$ cat config.mk
export PLATFORM = sky130hd
export DESIGN_NAME = mem_access_unit_flat
export DESIGN_NICKNAME = d
export VERILOG_FILES = /design/src/rtl/mem_access_pkg.sv /design/src/rtl/mem_access_if.sv /design/src/rtl/mem_access_lane_merge.sv /design/src/rtl/mem_access_unit.sv /design/src/flat_wrapper.sv
export SDC_FILE = /design/constraint.sdc
export NUM_CORES = 1
export LEC_CHECK = 0
export BUFFER_PORTS_ARGS = -buffer_cell sky130_fd_sc_hd__buf_4
export CAP_MARGIN = 20
export CORE_UTILIZATION = 40
export CTS_CLUSTER_DIAMETER = 60
export DETAILED_ROUTE_END_ITERATION = 8
export PLACE_DENSITY = 0.71
export REMOVE_ABC_BUFFERS = 1
export SLEW_MARGIN = 25
export SYNTH_ARGS = -nofsm -noshare
export SYNTH_HDL_FRONTEND = slang
export SYNTH_SLANG_ARGS = --single-unit
$ cat constraint.sdc
create_clock -name clk -period 2.47 [get_ports clk]
set_clock_uncertainty 0.15 [all_clocks]
set_input_delay 0.1235 -clock clk [delete_from_list [all_inputs] [get_ports clk]]
set_output_delay 0.1235 -clock clk [all_outputs]
set_load 0.1 [all_outputs]
$ cat src/rtl/mem_access_pkg.sv
// mem_access_pkg: size encodings, FSM states and alignment helpers shared by the load/store unit
package mem_access_pkg;
  localparam logic [1:0] SZ_WORD = 2'b00;
  localparam logic [1:0] SZ_HALF = 2'b01;
  localparam logic [1:0] SZ_BYTE = 2'b10;
  typedef enum logic [1:0] {IDLE, RD, WR, DONE} state_e;
  function automatic logic is_sub(input logic [1:0] size);
    return size == SZ_HALF || size == SZ_BYTE;
  endfunction
  function automatic logic misaligned(input logic [1:0] size, input logic [1:0] lo);
    return size == SZ_HALF ? lo[0] : !is_sub(size) && lo != 2'b00;
  endfunction
endpackage

$ cat src/rtl/mem_access_if.sv
// mem_access_if: request/response and memory-side signals of the load/store unit
interface mem_access_if;
  logic req, we, sign_ext, mem_wr, busy, done, misalign;
  logic [1:0] size;
  logic [31:0] addr, wdata, rdata, mem_addr, mem_wdata, mem_rdata;
  modport master (
    output req, we, size, sign_ext, addr, wdata, mem_rdata,
    input rdata, busy, done, misalign, mem_addr, mem_wr, mem_wdata
  );
  modport slave (
    input req, we, size, sign_ext, addr, wdata, mem_rdata,
    output rdata, busy, done, misalign, mem_addr, mem_wr, mem_wdata
  );
endinterface

$ cat src/rtl/mem_access_lane_merge.sv
// lane_merge: little-endian lane extract/extend for loads and lane insert for read-modify-write stores
module lane_merge
  import mem_access_pkg::*;
(
  input  logic [1:0]  size,
  input  logic [1:0]  lo,
  input  logic        sign_ext,
  input  logic [31:0] word,
  input  logic [31:0] wdata,
  output logic [31:0] ext,
  output logic [31:0] merged
);
  logic [7:0] byte_v;
  logic [15:0] half_v;
  logic [31:0] mb, mh;
  // half lane follows lo[1] only, so odd half addresses fall back to the containing half
  always_comb begin
    byte_v = lo[1] ? (lo[0] ? word[31:24] : word[23:16]) : (lo[0] ? word[15:8] : word[7:0]);
    half_v = lo[1] ? word[31:16] : word[15:0];
    ext = size == SZ_BYTE ? {{24{sign_ext & byte_v[7]}}, byte_v} :
          size == SZ_HALF ? {{16{sign_ext & half_v[15]}}, half_v} : word;
    mb = lo == 2'd0 ? {word[31:8], wdata[7:0]} :
         lo == 2'd1 ? {word[31:16], wdata[7:0], word[7:0]} :
         lo == 2'd2 ? {word[31:24], wdata[7:0], word[15:0]} : {wdata[7:0], word[23:0]};
    mh = lo[1] ? {wdata[15:0], word[15:0]} : {word[31:16], wdata[15:0]};
    merged = size == SZ_BYTE ? mb : size == SZ_HALF ? mh : wdata;
  end
endmodule

$ cat src/rtl/mem_access_unit.sv
// mem_access_unit: load/store sequencer with sub-word read-modify-write; ALIGN_CHECK_EN enables misalignment faults
module mem_access_unit
  import mem_access_pkg::*;
#(
  parameter int MEM_LAT = 1
) (
  input logic clk,
  input logic reset,
  mem_access_if.slave bus
);
  state_e state_q, state_d;
  logic [1:0] cnt_q, size_q;
  logic we_q, sext_q, last_rd, mis_now, accept;
  logic [31:0] addr_q, wdata_q, rword_q, rdata_q, lane_word, ext, merged;
`ifdef ALIGN_CHECK_EN
  logic mis_q;
  assign mis_now = misaligned(bus.size, bus.addr[1:0]);
  assign bus.misalign = state_q == DONE && mis_q;
`else
  assign mis_now = 1'b0;
  assign bus.misalign = 1'b0;
`endif
  assign accept = state_q == IDLE && bus.req;
  assign last_rd = cnt_q == 2'(MEM_LAT - 1);
  assign lane_word = state_q == RD ? bus.mem_rdata : rword_q;
  assign bus.mem_addr = {addr_q[31:2], 2'b00};
  assign bus.mem_wr = state_q == WR;
  assign bus.mem_wdata = merged;
  assign bus.rdata = rdata_q;
  assign bus.busy = state_q != IDLE;
  assign bus.done = state_q == DONE;
  lane_merge u_lane (
    .size(size_q), .lo(addr_q[1:0]), .sign_ext(sext_q), .word(lane_word),
    .wdata(wdata_q), .ext(ext), .merged(merged)
  );
  // state register and read-latency counter
  always_ff @(posedge clk or negedge reset)
    if (!reset) begin
      state_q <= IDLE;
      cnt_q <= 2'd0;
    end else begin
      state_q <= state_d;
      cnt_q <= state_q == RD && !last_rd ? cnt_q + 2'd1 : 2'd0;
    end
  // next state: sub-word stores read first so the untouched lanes survive the write
  always_comb begin
    state_d = state_q;
    unique case (state_q)
      IDLE: if (bus.req) state_d = mis_now ? DONE : bus.we && !is_sub(bus.size) ? WR : RD;
      RD:   if (last_rd) state_d = we_q ? WR : DONE;
      WR:   state_d = DONE;
      DONE: state_d = IDLE;
    endcase
  end
  // request fields latched on accept; memory word and load result captured on the last RD edge
  always_ff @(posedge clk or negedge reset)
    if (!reset) begin
      we_q <= 1'b0;
      sext_q <= 1'b0;
      size_q <= SZ_WORD;
      addr_q <= '0;
      wdata_q <= '0;
      rword_q <= '0;
      rdata_q <= '0;
`ifdef ALIGN_CHECK_EN
      mis_q <= 1'b0;
`endif
    end else begin
      if (accept) begin
        we_q <= bus.we;
        sext_q <= bus.sign_ext;
        size_q <= bus.size;
        addr_q <= bus.addr;
        wdata_q <= bus.wdata;
      end
      if (state_q == RD && last_rd) rword_q <= bus.mem_rdata;
      if (state_q == RD && last_rd && !we_q) rdata_q <= ext;
`ifdef ALIGN_CHECK_EN
      mis_q <= accept && mis_now;
`endif
    end
endmodule

$ cat src/flat_wrapper.sv
// flat-port wrapper written by rule: the top's interface ports become plain ports
module mem_access_unit_flat import mem_access_pkg::*;
#(
  parameter int MEM_LAT = 1
)
  (clk, reset, bus_req, bus_we, bus_size, bus_sign_ext, bus_addr, bus_wdata, bus_mem_rdata, bus_rdata, bus_busy, bus_done, bus_misalign, bus_mem_addr, bus_mem_wr, bus_mem_wdata);
  mem_access_if bus_i ();
  input logic clk;
  input logic reset;
  input wire logic [$bits(bus_i.req)-1:0] bus_req;
  input wire logic [$bits(bus_i.we)-1:0] bus_we;
  input wire logic [$bits(bus_i.size)-1:0] bus_size;
  input wire logic [$bits(bus_i.sign_ext)-1:0] bus_sign_ext;
  input wire logic [$bits(bus_i.addr)-1:0] bus_addr;
  input wire logic [$bits(bus_i.wdata)-1:0] bus_wdata;
  input wire logic [$bits(bus_i.mem_rdata)-1:0] bus_mem_rdata;
  output wire logic [$bits(bus_i.rdata)-1:0] bus_rdata;
  output wire logic [$bits(bus_i.busy)-1:0] bus_busy;
  output wire logic [$bits(bus_i.done)-1:0] bus_done;
  output wire logic [$bits(bus_i.misalign)-1:0] bus_misalign;
  output wire logic [$bits(bus_i.mem_addr)-1:0] bus_mem_addr;
  output wire logic [$bits(bus_i.mem_wr)-1:0] bus_mem_wr;
  output wire logic [$bits(bus_i.mem_wdata)-1:0] bus_mem_wdata;
  assign bus_i.req = bus_req;
  assign bus_i.we = bus_we;
  assign bus_i.size = bus_size;
  assign bus_i.sign_ext = bus_sign_ext;
  assign bus_i.addr = bus_addr;
  assign bus_i.wdata = bus_wdata;
  assign bus_i.mem_rdata = bus_mem_rdata;
  assign bus_rdata = bus_i.rdata;
  assign bus_busy = bus_i.busy;
  assign bus_done = bus_i.done;
  assign bus_misalign = bus_i.misalign;
  assign bus_mem_addr = bus_i.mem_addr;
  assign bus_mem_wr = bus_i.mem_wr;
  assign bus_mem_wdata = bus_i.mem_wdata;
  mem_access_unit #(.MEM_LAT(MEM_LAT)) u_core (.clk(clk), .reset(reset), .bus(bus_i));
endmodule
==> impl_metrics.sql, run 1 <==
INSERT INTO impl_metrics (metric_group, metric, value, unit) VALUES
('timing', 'final_min_period', '2500', 'ps'),
('placement', 'placedCellCount', '1096', ''),
('detailed_routing', 'first_iter_violations', '417', ''),
('status', 'failed_checks', 'negative setup slack', ''),
('detailed_routing', 'firstDrtPassIters', '5', ''),
('timing', 'worst-slew-pin-transition', '589', 'ps'),
('synth', 'synth.yosys.seq_area_share', '44.8', '%'),
('timing', 'timing.final.ws_setup', '-33.1', 'ps'),
('synth', 'number_of_synthesis_warnings', '0', ''),
('placement', 'globalplace.congestion', '0.808', ''),
('final_layout', 'finish.net_count', '1111', ''),
('global_route', 'tot_gr_track_use', '24.9', '%'),
('critical_path', 'cpMaxStageDelayCell', 'sky130_fd_sc_hd__dfrtp_1', ''),
('timing', 'hold_slack_final', '119', 'ps'),
('critical_path', 'reg2reg_setup_slack', '40', 'ps'),
('timing', 'finalSetupViolations', '4', ''),
('floorplanning', 'rows', '50', ''),
('timing', 'slew_headroom', '60.7', '%'),
('critical_path', 'cp_slowest_stage_delay', '390', 'ps'),
('detailed_routing', 'post_drt_wl_per_cell', '19.3', 'µm'),
('critical_path', 'crit_path_cell_trace', 'inv_2 > ha_4 > buf_12 > mux2i_4 > o21ai_0 > a221o_1 > buf_6', ''),
('floorplanning', 'core_footprint', '18600', 'µm²'),
('clocking', 'clock_sink_count', '136', ''),
('critical_path', 'path_delay_family', 'buffers and inverters', ''),
('global_route', 'global_route.overflow_total', '0', ''),
('synth', 'synthArstFlopShare', '100', '%'),
('detailed_routing', 'route.vias.total', '6768', ''),
('status', 'run_status', 'complete, but fails checks', ''),
('placement', 'detailedPlacementHpwl', '15.7', 'mm'),
('global_route', 'grt_start_max_net_pins', '61', ''),
('critical_path', 'critPathCaptureType', 'output port', ''),
('detailed_routing', 'ant_nets', '0', ''),
('timing', 'finalHoldViolations', '0', ''),
('final_layout', 'antenna_diode_count', '0', ''),
('clocking', 'cts_root_buf', 'sky130_fd_sc_hd__clkbuf_16', ''),
('critical_path', 'cp_data_required_time', '2200', 'ps'),
('clocking', 'tritoncts', 'yes', ''),
('synth', 'synth_cell_types', '46', ''),
('detailed_routing', 'vias_per_cell', '5.43', ''),
('global_route', 'grt_pass1_wl', '37.3', 'mm'),
('global_route', 'grt_antenna_before_repair', '0', ''),
('clocking', 'clk-insertion-delay-late', '420', 'ps'),
('clocking', 'h-tree-depth', '4', ''),
('timing', 'final_min_period_over_clock_period', '101', '%'),
('critical_path', 'worst_setup_path_start_kind', 'flop', ''),
('synth', 'synthFlopType', 'sky130_fd_sc_hd__dfrtp_1', ''),
('detailed_routing', 'wirelength', '24.0', 'mm'),
('final_layout', 'share_of_post_route_cells_with_drive_strength_above_1', '46.7', '%'),
('timing', 'setup_repair_after_global_routing_missed_its_margin', 'yes', ''),
('critical_path', 'cp.buffers_inverters', '3', ''),
('final_layout', 'area_delta_synth_final', '51.8', '%'),
('synth', 'synth_area', '7600', 'µm²'),
('critical_path', 'worst-endpoint-arrival', '2230', 'ps'),
('floorplanning', 'io_pins', '203', ''),
('final_layout', 'final_cell_count_no_fill', '1246', ''),
('floorplanning', 'initial_cell_density_of_the_core', '40.8', '%'),
('synth', 'cells_after_synth', '701', ''),
('floorplanning', 'die_width', '140', 'µm'),
('hold_path', 'hp_class', 'in -> async', ''),
('final_layout', 'final-seq-area', '3410', 'µm²'),
('clocking', 'cts_made_buffers', '17', ''),
('clocking', 'cts-root-to-sink-buffers', '2', ''),
('synth', 'postSynthRegisterBits', '136', ''),
('clocking', 'clk_pin_slew_worst_paths', '60', 'ps'),
('floorplanning', 'die_area', '19600', 'µm²'),
('final_layout', 'fillCellCount', '1485', ''),
('synth', 'synth-edff-count', '0', ''),
('floorplanning', 'die_height', '140', 'µm'),
('detailed_routing', 'drc', '0', ''),
('synth', 'synthesis.area_per_instance', '10.8', 'µm²'),
('flow_run', 'max-cap-violations', '0', ''),
('timing', 'drv_slew', '0', ''),
('final_layout', 'multi_input_combinational_cell_area', '3960', 'µm²'),
('global_route', 'first_global_vias', '6824', ''),
('timing', 'maxClockFrequency', '0.400', 'GHz'),
('critical_path', 'worstSetupPathType', 'reg -> out', ''),
('placement', 'numPortBuffers', '199', ''),
('critical_path', 'critPathMaxFanout', '14', '');
==> what timing repair did <==
| action | 4_1_cts | 5_1_grt |
|---|---|---|
| hold buffers | 102 | 0 |
| hold endpoints to repair | 160 | 0 |
| endpoints found under the setup margin | 32 | 63 |
| setup buffers | 6 | 10 |
| gates resized for setup | 77 | 47 |
| gates cloned | 1 | 2 |
| pin swaps | 2 | 5 |
==> final cells by class <==
type                            instances  share of cell area [%]
Sequential cell                       136                    29.5
Inverter                               13                   0.423
Multi-Input combinational cell        469                    34.3
Clock buffer                           24                    4.09
Timing Repair Buffer                  365                    28.9
Tap cell                              234                    2.54
Clock inverter                          5                   0.217
==> final timing paths <==
| check | from | end | cells after the start |
|---|---|---|---|
| min in group clk | u_core.cnt_q[0] | u_core.cnt_q[0] | 1 |
| worst max register to register | u_core.state_q[1] | u_core.bus.rdata[29] | 8 |
| worst max-delay path | u_core.state_q[1] | bus_mem_wdata[22] | 7 |
| worst min register to register | u_core.cnt_q[0] | u_core.cnt_q[0] | 1 |
| max in group asynchronous | reset | u_core.rword_q[0] | 3 |
| worst min-delay path | reset | u_core.rword_q[14] | 2 |
==> per-stage QoR <==
stage	utilization, %	setup slack (ps)	TNS (ps)	cell area, µm²
after CTS	60.2	-58.4	-529	11200
after global placement	50.1	113	0	9350
after floorplan	-	-2770	-203530	7110
after global routing	61.9	-128	-2540	11500
final	61.9	-33.1	-66.1	11500
after detailed placement	50.1	60.4	0	9350
==> Yosys cell counts (all sizes together) (8+ instances only) <==
| master | count | area (µm²) |
|---|---|---|
| o21ai | 34 | 170 |
| a21oi | 10 | 50.1 |
| mux2i | 34 | 340 |
| mux4 | 8 | 184 |
| dfrtp | 136 | 3400 |
| o22ai | 9 | 56.3 |
| nor2 | 57 | 214 |
| o211ai | 22 | 165 |
| nand2 | 62 | 235 |
| buf | 56 | 387 |
| a2111oi | 13 | 114 |
| inv | 13 | 48.8 |
| clkbuf | 29 | 109 |
| a31oi | 25 | 163 |
| nand3 | 8 | 40.0 |
| mux2 | 132 | 1490 |
==> worst reg2reg max path, stage by stage, from the launching register on <==
cell	delay, ps
sky130_fd_sc_hd__dfrtp_1	390
sky130_fd_sc_hd__inv_2	80
sky130_fd_sc_hd__ha_4	170
sky130_fd_sc_hd__buf_4	120
sky130_fd_sc_hd__mux4_2	480
sky130_fd_sc_hd__a222oi_1	330
sky130_fd_sc_hd__o32a_2	270
sky130_fd_sc_hd__clkbuf_16	180
sky130_fd_sc_hd__a31oi_1	110
==> layout by cell type, fill, tap and decap left out, types with 20 or more instances in the layout <==
cell type,Yosys,routed
sky130_fd_sc_hd__dlygate4sd3_1,0,102
sky130_fd_sc_hd__dfrtp_1,136,133
sky130_fd_sc_hd__o21ai_0,34,24
sky130_fd_sc_hd__buf_4,35,221
sky130_fd_sc_hd__nor2_1,57,55
sky130_fd_sc_hd__o211ai_1,22,22
sky130_fd_sc_hd__a31oi_1,24,24
sky130_fd_sc_hd__buf_6,3,20
sky130_fd_sc_hd__nand2_1,61,60
sky130_fd_sc_hd__mux2_2,132,121
==> per-layer routing <==
layer / part of all wire, % / vias up / wire length (µm) / GRT usage, %
met2: 50 / 290 / 11900 / 41.7
met3: 7.6 / 22 / 1830 / 7.23
li1: - / 3103 / - / -
met5: 0 / - / 0 / 0
met4: 1.5 / 0 / 357 / 7.52
met1: 41 / 3353 / 9920 / 31.0
==> state kept, by name, summed over array words and instances, names as in the netlist <==
name	cells
u_core.size_q	2
u_core.sext_q	1
u_core.bus.rdata	32
u_core.addr_q	32
u_core.state_q	2
u_core.we_q	1
u_core.wdata_q	32
u_core.cnt_q	2
u_core.rword_q	32
==> cell families after synthesis <==
kind of cell	Yosys count	share of synthesized area, %
other	1	0.0493
AOI/OAI and AO/OA	136	12.2
muxes	174	26.5
buffers and inverters	98	7.16
DFF	136	44.8
xor gates and xnor gates	1	0.115
and+or+nand+nor	149	8.30
adders and majority gates	6	0.988
Power of run 1 is left out: the tool's default activity adds up to more than one toggle a clock period on the data nets, which glitch-free logic cannot reach.
==> run 2, diff against run 1 <==
--- a/config.mk
+++ b/config.mk
@@ -11,6 +11,7 @@
 export CTS_CLUSTER_DIAMETER = 60
 export DETAILED_ROUTE_END_ITERATION = 8
 export PLACE_DENSITY = 0.71
+export RECOVER_POWER = 100
 export REMOVE_ABC_BUFFERS = 1
 export SLEW_MARGIN = 25
 export SYNTH_ARGS = -nofsm -noshare
==> run 2 against run 1 <==
Against the previous run:
- register-to-register slack barely moved
- wire length fell by 0.30%
- the flow finishes with violations (max-capacitance violations, max-slew violations, negative setup slack)
- non-clock buffer count did not move
- setup slack improved by 3.0 ps
- count of clock-buffer cells in the layout did not move
- largest cell class unchanged
- hold slack improved by 160 ps
- core utilization fell by 1.1 points
- critical path type unchanged
- global-route usage did not move
- cell area fell by 1.7%
==> impl_metrics.sql, run 2 (synthesized netlist as in run 1, its figures left out) <==
INSERT INTO impl_metrics (metric_group, metric, value, unit) VALUES
('detailed_routing', 'post_drt_wl_per_cell', '19.2', 'µm'),
('detailed_routing', 'firstDrtPassIters', '5', ''),
('clocking', 'clk-insertion-delay-late', '420', 'ps'),
('detailed_routing', 'met3WireLength', '1.93', 'mm'),
('detailed_routing', 'wire_length_on_met1', '9.76', 'mm'),
('detailed_routing', 'dr.max_layer_used', 'met4', ''),
('global_route', 'first_global_vias', '6824', ''),
('global_route', 'grt_start_max_net_pins', '61', ''),
('critical_path', 'worstSetupPathType', 'reg -> out', ''),
('clocking', 'cts-root-to-sink-buffers', '2', ''),
('final_layout', 'finish.net_count', '1111', ''),
('floorplanning', 'io_pins', '203', ''),
('detailed_routing', 'vias_per_cell', '5.41', ''),
('timing', 'finalSetupViolations', '3', ''),
('final_layout', 'fillCellCount', '1541', ''),
('floorplanning', 'core_footprint', '18600', 'µm²'),
('timing', 'finalHoldViolations', '0', ''),
('global_route', 'global_route.overflow_total', '0', ''),
('critical_path', 'worst-endpoint-arrival', '2230', 'ps'),
('status', 'failed_checks', 'max-capacitance violations, max-slew violations, negative setup slack', ''),
('final_layout', 'mostFrequentLayoutCell', 'sky130_fd_sc_hd__buf_4', ''),
('floorplanning', 'die_height', '140', 'µm'),
('final_layout', 'antenna_diode_count', '0', ''),
('timing', 'setup_repair_after_global_routing_missed_its_margin', 'yes', ''),
('critical_path', 'critPathCaptureType', 'output port', ''),
('detailed_routing', 'ant_nets', '0', ''),
('clocking', 'tritoncts', 'yes', ''),
('detailed_routing', 'route.vias.total', '6747', ''),
('floorplanning', 'initial_cell_density_of_the_core', '40.8', '%'),
('detailed_routing', 'first_iter_violations', '414', ''),
('clocking', 'h-tree-depth', '4', ''),
('timing', 'drv_slew', '61', ''),
('clocking', 'clock_sink_count', '136', ''),
('final_layout', 'stdcell_area', '11300', 'µm²'),
('placement', 'globalplace.congestion', '0.808', ''),
('final_layout', 'finish.utilization', '60.8', '%'),
('floorplanning', 'die_area', '19600', 'µm²'),
('timing', 'worst-slew-pin-transition', '1570', 'ps'),
('critical_path', 'critPathMaxFanout', '14', ''),
('placement', 'detailedPlacementHpwl', '15.7', 'mm'),
('placement', 'numPortBuffers', '199', ''),
('final_layout', 'layout_common_cells', '171 x sky130_fd_sc_hd__buf_4, 133 x sky130_fd_sc_hd__dfrtp_1, 121 x sky130_fd_sc_hd__mux2_2', ''),
('timing', 'slew_headroom', '-4.97', '%'),
('global_route', 'tot_gr_track_use', '24.9', '%'),
('timing', 'timing.final.ws_setup', '-30.1', 'ps'),
('final_layout', 'area_delta_synth_final', '49.2', '%'),
('timing', 'maxClockFrequency', '0.400', 'GHz'),
('floorplanning', 'die_width', '140', 'µm'),
('global_route', 'grt_pass1_wl', '37.3', 'mm'),
('timing', 'setup_total_neg_slack', '-61.1', 'ps'),
('critical_path', 'worst_setup_path_start_kind', 'flop', ''),
('detailed_routing', 'met2RoutedLength', '11.9', 'mm'),
('timing', 'final_min_period', '2500', 'ps'),
('clocking', 'cts_made_buffers', '17', ''),
('detailed_routing', 'wirelength', '23.9', 'mm'),
('global_route', 'grt_antenna_before_repair', '0', ''),
('critical_path', 'cp_data_required_time', '2200', 'ps'),
('detailed_routing', 'drc', '0', ''),
('hold_path', 'hp_class', 'reg -> reg', ''),
('clocking', 'cts_root_buf', 'sky130_fd_sc_hd__clkbuf_16', ''),
('clocking', 'clk_pin_slew_worst_paths', '60', 'ps'),
('floorplanning', 'rows', '50', ''),
('status', 'run_status', 'complete, but fails checks', ''),
('final_layout', 'share_of_post_route_cells_with_drive_strength_above_1', '41.9', '%'),
('placement', 'placedInstanceArea', '9350', 'µm²'),
('flow_run', 'max-cap-violations', '1', ''),
('timing', 'final_min_period_over_clock_period', '101', '%');
-- run 2: area by class of cell --
type                            instances  area [µm²]  area share [%]
Timing Repair Buffer                  365        3130            27.6
Tap cell                              234         293            2.58
Multi-Input combinational cell        469        3960            34.9
Inverter                               13        48.8           0.430
Sequential cell                       136        3410            30.1
Clock inverter                          5        25.0           0.221
Clock buffer                           24         472            4.16
-- run 2: path summary, 6_finish.rpt --
path / slack, ps / startpoint / cells past startpoint / endpoint
hold reg to reg: 280 / u_core.cnt_q[0] / 1 / u_core.cnt_q[0]
hold / removal: 280 / u_core.cnt_q[0] / 1 / u_core.cnt_q[0]
setup / recovery: -30 / u_core.state_q[1] / 7 / bus_mem_wdata[22]
setup reg to reg: 40 / u_core.state_q[1] / 8 / u_core.bus.rdata[29]
max in group asynchronous: 400 / reset / 3 / u_core.addr_q[17]
min in group asynchronous: 510 / reset / 2 / u_core.rword_q[14]
-- run 2: worst max-delay path: stages (launching register included) --
cell,delay (ps)
sky130_fd_sc_hd__dfrtp_1,390
sky130_fd_sc_hd__inv_2,80
sky130_fd_sc_hd__ha_4,170
sky130_fd_sc_hd__buf_12,200
sky130_fd_sc_hd__mux2i_4,290
sky130_fd_sc_hd__o21ai_0,100
sky130_fd_sc_hd__a221o_1,340
sky130_fd_sc_hd__buf_6,200
-- run 2: what timing repair did --
action / CTS / global route
setup buffers: 6 / 10
endpoints found under the setup margin: 32 / 63
cloned: 1 / 2
pin swaps: 2 / 5
gates resized for setup: 77 / 47
endpoints found under the hold margin: 160 / 0
hold buffers: 102 / 0
-- run 2: metrics by stage --
step	hold WS [ps]	cells	setup slack, ps
6_report	279	1246	-30.1
3_3_place_gp	-4.73	1096	113
2_1_floorplan	-322	618	-2770
4_1_cts	136	1234	-58.4
3_5_place_dp	-0.913	1096	60.4
5_1_grt	297	1246	-128
-- run 2: metal layers --
metal | vias up | GRT usage [%]
met5 | - | 0
met4 | 0 | 7.52
met3 | 28 | 7.23
met2 | 285 | 41.7
met1 | 3336 | 31.0
li1 | 3098 | -
Power of run 2 is left out for the same reason.
